--- config.mk ---
export PLATFORM = sky130hd
export DESIGN_NAME = pr_button_cond
export DESIGN_NICKNAME = d
export VERILOG_FILES = /design/src/rtl/pr_button_pkg.sv /design/src/rtl/sync_nff.sv /design/src/rtl/pr_button_cond.sv
export SDC_FILE = /design/constraint.sdc
export NUM_CORES = 1
export LEC_CHECK = 0
export CORE_MARGIN = 3
export CORE_UTILIZATION = 45
export DETAILED_ROUTE_END_ITERATION = 6
export SYNTH_ARGS = -nofsm -noshare
export SYNTH_HDL_FRONTEND = slang
export SYNTH_SLANG_ARGS = --single-unit
--- constraint.sdc ---
create_clock -name CLK -period 3.52 [get_ports CLK]
set_input_delay 0.352 -clock CLK [delete_from_list [all_inputs] [get_ports CLK]]
set_output_delay 0.352 -clock CLK [all_outputs]
set_load 0.01 [all_outputs]
--- src/rtl/pr_button_pkg.sv ---
// Shared definitions for the Pause/Reset button conditioner:
// FSM state encoding and the board-rate default timing constants.
package pr_button_pkg;

    typedef enum logic [1:0] {
        S_IDLE     = 2'b00,
        S_DB_PRESS = 2'b01,
        S_HELD     = 2'b10,
        S_DB_REL   = 2'b11
    } pr_state_t;

    // 10 ms and 2 s at a 50 MHz CLK
    localparam int DEF_DEBOUNCE_CYCLES = 500000;
    localparam int DEF_LONG_CYCLES     = 100000000;

    // Debounced level is "pressed" once a press has been accepted, until the release is.
    function automatic logic state_is_pressed(input pr_state_t s);
        return (s == S_HELD) || (s == S_DB_REL);
    endfunction

endpackage

--- src/rtl/sync_nff.sv ---
// Generic N-flop synchroniser for asynchronous board inputs.
// RST_VAL is the value all stages load while RST is asserted.
module sync_nff #(
    parameter int   SYNC_STAGES = 2,
    parameter logic RST_VAL     = 1'b0
) (
    input  logic CLK,
    input  logic RST,
    input  logic d,
    output logic q
);

    logic [SYNC_STAGES-1:0] ff;

    // Shift the asynchronous input through the flop chain.
    always_ff @(posedge CLK or posedge RST) begin
        if (RST) ff <= {SYNC_STAGES{RST_VAL}};
        else     ff <= {ff[SYNC_STAGES-2:0], d};
    end

    assign q = ff[SYNC_STAGES-1];

endmodule

--- src/rtl/pr_button_cond.sv ---
// Pause/Reset pushbutton conditioner: synchronise, debounce press and
// release, emit one PR pulse per accepted press and the debounced level.
// Optional long-press CLR pulse is built when PR_LONG_PRESS_EN is defined;
// otherwise CLR is tied low and the port list is unchanged.
module pr_button_cond
    import pr_button_pkg::*;
#(
    parameter int SYNC_STAGES     = 2,
    parameter int DEBOUNCE_CYCLES = DEF_DEBOUNCE_CYCLES,
    parameter int LONG_CYCLES     = DEF_LONG_CYCLES,
    parameter int CNT_W           = 27,
    parameter int ACTIVE_LOW      = 1
) (
    input  logic CLK,
    input  logic RST,
    input  logic KEY,
    output logic PR,
    output logic BTN_LEVEL,
    output logic CLR
);

    localparam logic [CNT_W-1:0] DB_LAST = CNT_W'(DEBOUNCE_CYCLES - 1);

    pr_state_t        state_q, state_d;
    logic [CNT_W-1:0] cnt_q, cnt_d;
    logic             pr_d;
    logic             key_pressed;
    logic             pb_s;

    // Normalise to pressed-high so the synchroniser resets to "released".
    assign key_pressed = (ACTIVE_LOW != 0) ? ~KEY : KEY;

    sync_nff #(
        .SYNC_STAGES(SYNC_STAGES),
        .RST_VAL    (1'b0)
    ) u_sync (
        .CLK(CLK),
        .RST(RST),
        .d  (key_pressed),
        .q  (pb_s)
    );

    // State and debounce counter registers.
    always_ff @(posedge CLK or posedge RST) begin
        if (RST) begin
            state_q <= S_IDLE;
            cnt_q   <= '0;
        end else begin
            state_q <= state_d;
            cnt_q   <= cnt_d;
        end
    end

    // Next-state logic; the counter is compared before it is incremented,
    // so it never exceeds DEBOUNCE_CYCLES-1.
    always_comb begin
        state_d = state_q;
        cnt_d   = cnt_q;
        pr_d    = 1'b0;
        unique case (state_q)
            S_IDLE: begin
                if (pb_s) begin
                    state_d = S_DB_PRESS;
                    cnt_d   = '0;
                end
            end
            S_DB_PRESS: begin
                if (!pb_s) begin
                    state_d = S_IDLE;
                    cnt_d   = '0;
                end else if (cnt_q == DB_LAST) begin
                    state_d = S_HELD;
                    pr_d    = 1'b1;
                end else begin
                    cnt_d = cnt_q + CNT_W'(1);
                end
            end
            S_HELD: begin
                if (!pb_s) begin
                    state_d = S_DB_REL;
                    cnt_d   = '0;
                end
            end
            S_DB_REL: begin
                if (pb_s) begin
                    state_d = S_HELD;
                end else if (cnt_q == DB_LAST) begin
                    state_d = S_IDLE;
                end else begin
                    cnt_d = cnt_q + CNT_W'(1);
                end
            end
            default: begin
                state_d = S_IDLE;
                cnt_d   = '0;
            end
        endcase
    end

    // Registered outputs, updated on the same edge as the state.
    always_ff @(posedge CLK or posedge RST) begin
        if (RST) begin
            PR        <= 1'b0;
            BTN_LEVEL <= 1'b0;
        end else begin
            PR        <= pr_d;
            BTN_LEVEL <= state_is_pressed(state_d);
        end
    end

`ifdef PR_LONG_PRESS_EN
    localparam logic [CNT_W-1:0] LONG_LAST = CNT_W'(LONG_CYCLES - 1);
    localparam logic [CNT_W-1:0] LONG_END  = CNT_W'(LONG_CYCLES);

    logic [CNT_W-1:0] hold_q;
    logic             held_entry;

    assign held_entry = (state_q == S_DB_PRESS) && (state_d == S_HELD);

    // Hold counter: parks at LONG_CYCLES after the pulse so each press yields one CLR.
    always_ff @(posedge CLK or posedge RST) begin
        if (RST) begin
            hold_q <= '0;
            CLR    <= 1'b0;
        end else if (held_entry) begin
            hold_q <= '0;
            CLR    <= 1'b0;
        end else if (state_is_pressed(state_q)) begin
            if (hold_q != LONG_END) hold_q <= hold_q + CNT_W'(1);
            CLR <= (hold_q == LONG_LAST);
        end else begin
            hold_q <= '0;
            CLR    <= 1'b0;
        end
    end
`else
    // Feature off: constant 0, written against LONG_CYCLES so both builds
    // reference the same parameter set.
    assign CLR = (LONG_CYCLES < 0);
`endif

endmodule

==> results of run 1 <==
## metal layers
metal,share of wire,vias to the layer above
met3,0.023,2
met5,0,-
li1,-,721
met4,0.0063,0
met1,0.49,701
met2,0.48,16
## final cells by class
class / count / area, µm²
fillers: 328 / 1810
multi-input cells: 145 / 907
flip-flops and latches: 33 / 826
clock buffers: 7 / 86.3
well taps: 48 / 60.1
repair buffers: 5 / 47.5
inverters: 8 / 30.0
## metrics by stage
step	util	instance area [µm²]	total power, mW	std cells
2_1_floorplan	-	1810	0.446	196
3_3_place_gp	0.496	1870	0.459	239
3_5_place_dp	0.496	1870	0.461	239
4_1_cts	0.519	1960	0.740	246
5_1_grt	0.519	1960	0.769	246
6_report	0.519	1960	0.725	246
## critical path: cells and delay by family (launching register included)
kind          cells  cell delay [ns]
flops             1             0.42
simple gates      4             1.21
mux               1             0.33
## path summary, 6_finish.rpt
kind | slack [ns] | endpoint
worst max-delay path | 1.44 | BTN_LEVEL$_DFF_PP0_
worst min-delay path | 0.35 | u_sync.ff[1]$_DFF_PP0_
worst max register to register | 1.44 | BTN_LEVEL$_DFF_PP0_
worst min register to register | 0.35 | u_sync.ff[1]$_DFF_PP0_
max in group asynchronous | 2.76 | cnt_q[15]$_DFFE_PP0P_
min in group asynchronous | 0.47 | cnt_q[26]$_DFFE_PP0P_
## power by group through the flow
stage	Combinational (mW)	Clock (mW)	Sequential [mW]
floorplan	0.0406	0	0.405
global placement	0.0502	0	0.409
detailed placement	0.0518	0	0.409
CTS	0.0522	0.286	0.402
global route	0.0605	0.305	0.403
finish	0.0511	0.272	0.402
## flip-flops by register name (all words and copies together), names as in the netlist
register	count
cnt_q	27
BTN_LEVEL	1
u_sync.ff	2
state_q	2
PR	1
## kinds of logic (layout without fill, tap and decap cells)
logic type,Yosys count,in the layout,share of synthesized area
AOI/OAI and AO/OA,40,40,0.133
xor gates and xnor gates,11,11,0.0533
DFF,33,33,0.457
other,1,1,0.00208
and+or+nand+nor,89,89,0.289
adders and majority gates,1,1,0.00692
muxes,3,3,0.0180
buffers and inverters,18,20,0.0409
## cells in the final DEF (no fill, tap or decap), types with 2 or more instances in the layout
master,count
nor3_1,5
o21ai_1,15
and3_1,4
o211ai_1,3
nor4b_1,4
nand3_1,12
inv_1,8
mux2_1,2
a21oi_1,9
nor2_1,12
dfrtp_1,33
a31oi_1,2
nand3b_1,2
and4_1,6
xnor2_1,5
or3_1,4
xor2_1,6
nor4_2,4
a21o_1,2
and2_1,4
o31ai_1,3
clkbuf_8,6
clkdlybuf4s50_1,4
nand2_1,20
a41oi_1,2
nand4_1,6
==> metrics.txt, run 1 <==
max_cap viols=0; GR met1 Demand/Resource=0.233; max frequency=0.480 GHz; status=finished, final reports clean; Flop pwr share=0.554; power share of the clock group=0.375; cell chain of the critical path=nor4b_1, and4_1, and4_1, nand2_1, mux2_1; clk_lat worst skew=0.27 ns; share of the synthesized area in the top cell type=0.457; All-Layer GR Usage=0.165; vias per cell=5.85; ant diodes=0; Syn Nets=200; root buffer cell=clkbuf_8; Finish-stage setup viols=0; gr ovfl total=0; Rel. slew slack=0.483; Post-CTS Setup Inserts=0; starting density of the core=0.479; # clock sinks=33; final hold violations=0; gp weighted congestion=0.885; Hold Path Class=flop to flop; Nets=202; DRT iter0 DRCs=89; met3 Usage GRT=0.0304; min Tclk post-route=2.08 ns; CP startpoint=cnt_q[9]$_DFFE_PP0P_; Total Wirelength=3.64 mm; Unique masters post-synth=40; RSZ-0062 raised after global routing=no; leading area contributor after synthesis=dfrtp_1; Arr. time, crit path=2.23 ns; Hold WS=0.353 ns; Pre-antenna DRT Iters=4; cell area after synthesis=between 1500 and 2000 µm²; PD cells=370 nW/µm²; GRT busiest layer=met2; synth warn=0; DP Wirelength=2.54 mm; Die Y=69.4 µm; Routed WL per cell=around 15 µm; met2 GRT Util=0.249; measured slew at the worst slew-check pin=0.768 ns; most used cell along the critical path=and4_1; hold_sp=u_sync.ff[0]$_DFF_PP0_; TNS Setup=0 ns; worst hold stages=0; CP Max Fanout=8; CTS tree=done; syn avg cell area=9.22 µm²; IO Count=6; Worst Skew=0.00425 ns; EDFF count, synth=0; clock-pin slew on the worst setup and hold paths=0.06 ns; fraction of registers with async set or reset after synthesis=1.00; die width=about 69 µm; critical path class=flop to flop; number of I/O port buffers=4; cts repair resizes=0; maximum clock path buffer count=2; top-count cell post-synth=dfrtp_1; via count=1440; register area share after synthesis=0.457; P_int=0.561 mW; Post-Synthesis Cells=196; crit-path max cell delay=0.42 ns; final slew viol count=0; total CTS buffers=5; switching fraction of total power=0.225; Final Cycle Share=0.592; FF-to-FF path depth=5; Logic pwr share=0.070; hold buffers post-CTS=0; leak pwr=0.809 nW; Critical Path RT=between 3 and 4 ns; most used flip-flop cell after synthesis=dfrtp_1; remaining antenna violation count=0; synth cell count leaders=33 x dfrtp_1, 20 x nand2_1, 15 x o21ai_1, 12 x nand3_1, 12 x nor2_1; number of global-route vias before repair=approximately 1400; worst slack, placed=about 1.5 ns; H-tree depth=2; top cells by area, synth=dfrtp_1 46%, nand2_1 4.2%, o21ai_1 4.2%; row cnt=22; reg2reg start=cnt_q[9]$_DFFE_PP0P_; share of cells above drive strength 1=0.0657; total die area=around 4800 µm²; first-pass GRT wire length=6.53 mm; Worst Setup End Kind=flop; antenna violations before repair=0; CP max-delay cell=dfrtp_1; slack of the critical path=roughly 1.4 ns; Core Box Area=approximately 3800 µm²; layout overhead on the synthesized area=8.31%; Switch Pwr=~0.16 mW; Yosys reg bits=33; Remaining DRCs=0; startpoint types=flop; pin count of the biggest net entering global routing=34; peak supply drop=0.000252 V
Power figures use the tool's default switching activity.
==> inputs of run 2 (changes only) <==
- clock period: 3.52 -> 2.17 ns (I/O delays scaled with it)
==> run 2 against run 1 <==
Register-to-register slack lost 1.2 ns. Fmax grew 5.2%. Clock-buffer cell count is the same. Setup slack lost 1.2 ns. Critical path depth grew 1. Via count grew 3.8%. First-iteration DRC count grew 11%. Clock power grew 69%. Critical endpoint is now cnt_q[22]$_DFFE_PP0P_. Non-clock buffer count grew 8. Worst hold slack lost 0.036 ns. Flip-flop and latch count is the same. Clock skew grew 0.0013 ns.
==> metrics.txt, run 2 (synthesized netlist as in run 1, its figures left out) <==
die width=69.4 µm (unchanged); critical path class=flop to flop (unchanged); most frequent cells in the layout=33 x dfrtp_1, 20 x nand2_1, 15 x o21ai_1 (unchanged); All-Layer GR Usage=0.172 (was 0.165); gp weighted congestion=0.918 (was 0.885); remaining antenna violation count=0 (unchanged); cts repair resizes=0 (unchanged); RSZ-0062 raised after global routing=no (unchanged); TNS Setup=0 ns (unchanged); CTS tree=done (unchanged); Arr. time, crit path=2.16 ns (was 2.23 ns); Remaining DRCs=0 (unchanged); Die Y=69.4 µm (unchanged); leading cell type in the layout, fill and taps excluded=dfrtp_1 (unchanged); leak pwr=0.849 nW (was 0.809 nW); H-tree depth=2 (unchanged); status=finished, final reports clean (unchanged); DP Wirelength=2.75 mm (was 2.54 mm); total CTS buffers=5 (unchanged); IO Count=6 (unchanged); Core Box Area=3770 µm² (unchanged); power share of the clock group=0.383 (was 0.375); root buffer cell=clkbuf_8 (unchanged); max reg flops=27 (unchanged); gr ovfl total=0 (unchanged); Logic pwr share=0.077 (was 0.070); Total Wirelength=3.85 mm (was 3.64 mm); max frequency=0.505 GHz (was 0.480 GHz); Final Cycle Share=0.913 (was 0.592); Routed WL per cell=15.2 µm (was 14.8 µm); final hold violations=0 (unchanged); Finish-stage setup viols=0 (unchanged); total power=1.21 mW (was 0.725 mW); number of I/O port buffers=4 (unchanged); antenna violations before repair=0 (unchanged); startpoint types=flop (unchanged); via count=1495 (was 1440); # clock sinks=33 (unchanged); PD cells=598 nW/µm² (was 370 nW/µm²); switching fraction of total power=0.239 (was 0.225); number of global-route vias before repair=1418 (was 1383); Pre-antenna DRT Iters=4 (unchanged); share of cells above drive strength 1=0.102 (was 0.0657); Post-CTS Setup Inserts=0 (unchanged); register bank with the most flops=cnt_q (unchanged); final slew viol count=0 (unchanged); Critical Path RT=2.35 ns (was 3.67 ns); layout overhead on the synthesized area=11.6% (was 8.31%); clock-pin slew on the worst setup and hold paths=0.07 ns (was 0.06 ns); hold buffers post-CTS=0 (unchanged); vias per cell=5.89 (was 5.85); pin count of the biggest net entering global routing=34 (unchanged); peak supply drop=0.000346 V (was 0.000252 V); largest registers=cnt_q (27), state_q (2), u_sync.ff (2) (unchanged); first-pass GRT wire length=6.67 mm (was 6.53 mm); CP Max Fanout=4 (was 8); P_int=0.918 mW (was 0.561 mW); total die area=4810 µm² (unchanged); starting density of the core=0.479 (unchanged); Worst Setup End Kind=flop (unchanged); placed cells=247 (was 239); Flop pwr share=0.540 (was 0.554); Final Non-Filler Cells=254 (was 246); clk_lat worst skew=0.28 ns (was 0.27 ns); worst slack, placed=0.220 ns (was 1.47 ns); row cnt=22 (unchanged); slack of the critical path=0.189 ns (was 1.44 ns); min Tclk post-route=1.98 ns (was 2.08 ns); ant diodes=0 (unchanged); FILL cells=341 (was 328); Switch Pwr=0.288 mW (was 0.163 mW); max_cap viols=0 (unchanged); Nets=210 (was 202); Worst Skew=0.00558 ns (was 0.00425 ns); DRT iter0 DRCs=99 (was 89); Hold Path Class=input pin to async pin (was flop to flop); maximum clock path buffer count=2 (unchanged)
==> run 2: critical path: stages, from the launching register on <==
cell     delay [ns]
dfrtp_1        0.39
ha_1           0.22
nand2_1        0.16
or4_4          0.61
nor4_2         0.29
xnor2_1        0.15
nor2_1         0.06
==> run 2: area by class of cell <==
type	count	area, µm²	area share
Sequential cell	33	826	0.409
Multi-Input combinational cell	145	907	0.450
Tap cell	48	60.1	0.0298
Inverter	8	30.0	0.0149
Timing Repair Buffer	13	108	0.0533
Clock buffer	7	86.3	0.0428
==> run 2: stage by stage <==
step	util	area [µm²]	hold WS, ns
final	0.535	2020	0.317
after detailed placement	0.512	1930	0.338
after floorplan	-	1810	0.276
after global placement	0.512	1930	0.336
after CTS	0.535	2020	0.330
after global routing	0.535	2020	0.369
==> run 2: final timing paths <==
check / slack (ns) / from / cells after the start / endpoint
min in group CLK: 0.36 / u_sync.ff[0]$_DFF_PP0_ / 0 / u_sync.ff[1]$_DFF_PP0_
worst min register to register: 0.36 / u_sync.ff[0]$_DFF_PP0_ / 0 / u_sync.ff[1]$_DFF_PP0_
worst max register to register: 0.19 / cnt_q[0]$_DFFE_PP0P_ / 6 / cnt_q[22]$_DFFE_PP0P_
worst max-delay path: 0.19 / cnt_q[0]$_DFFE_PP0P_ / 6 / cnt_q[22]$_DFFE_PP0P_
worst min-delay path: 0.32 / RST / 3 / cnt_q[23]$_DFFE_PP0P_
max in group asynchronous: 1.56 / RST / 3 / cnt_q[7]$_DFFE_PP0P_
==> run 2: power groups by stage <==
| stage | clock network [mW] | registers, mW | logic, mW |
|---|---|---|---|
| 2_1_floorplan | 0 | 0.657 | 0.0659 |
| 3_3_place_gp | 0 | 0.661 | 0.0879 |
| 3_5_place_dp | 0 | 0.663 | 0.0948 |
| 4_1_cts | 0.476 | 0.651 | 0.0949 |
| 5_1_grt | 0.500 | 0.655 | 0.107 |
| 6_report | 0.461 | 0.652 | 0.0928 |
==> run 2: metal layers <==
layer | up-vias | global-route usage | routed length, µm
li1 | 728 | - | -
met1 | 710 | 0.233 | 1750
met2 | 49 | 0.264 | 1810
met3 | 8 | 0.0449 | 229
met4 | 0 | 0.0629 | 55
met5 | - | 0 | 0
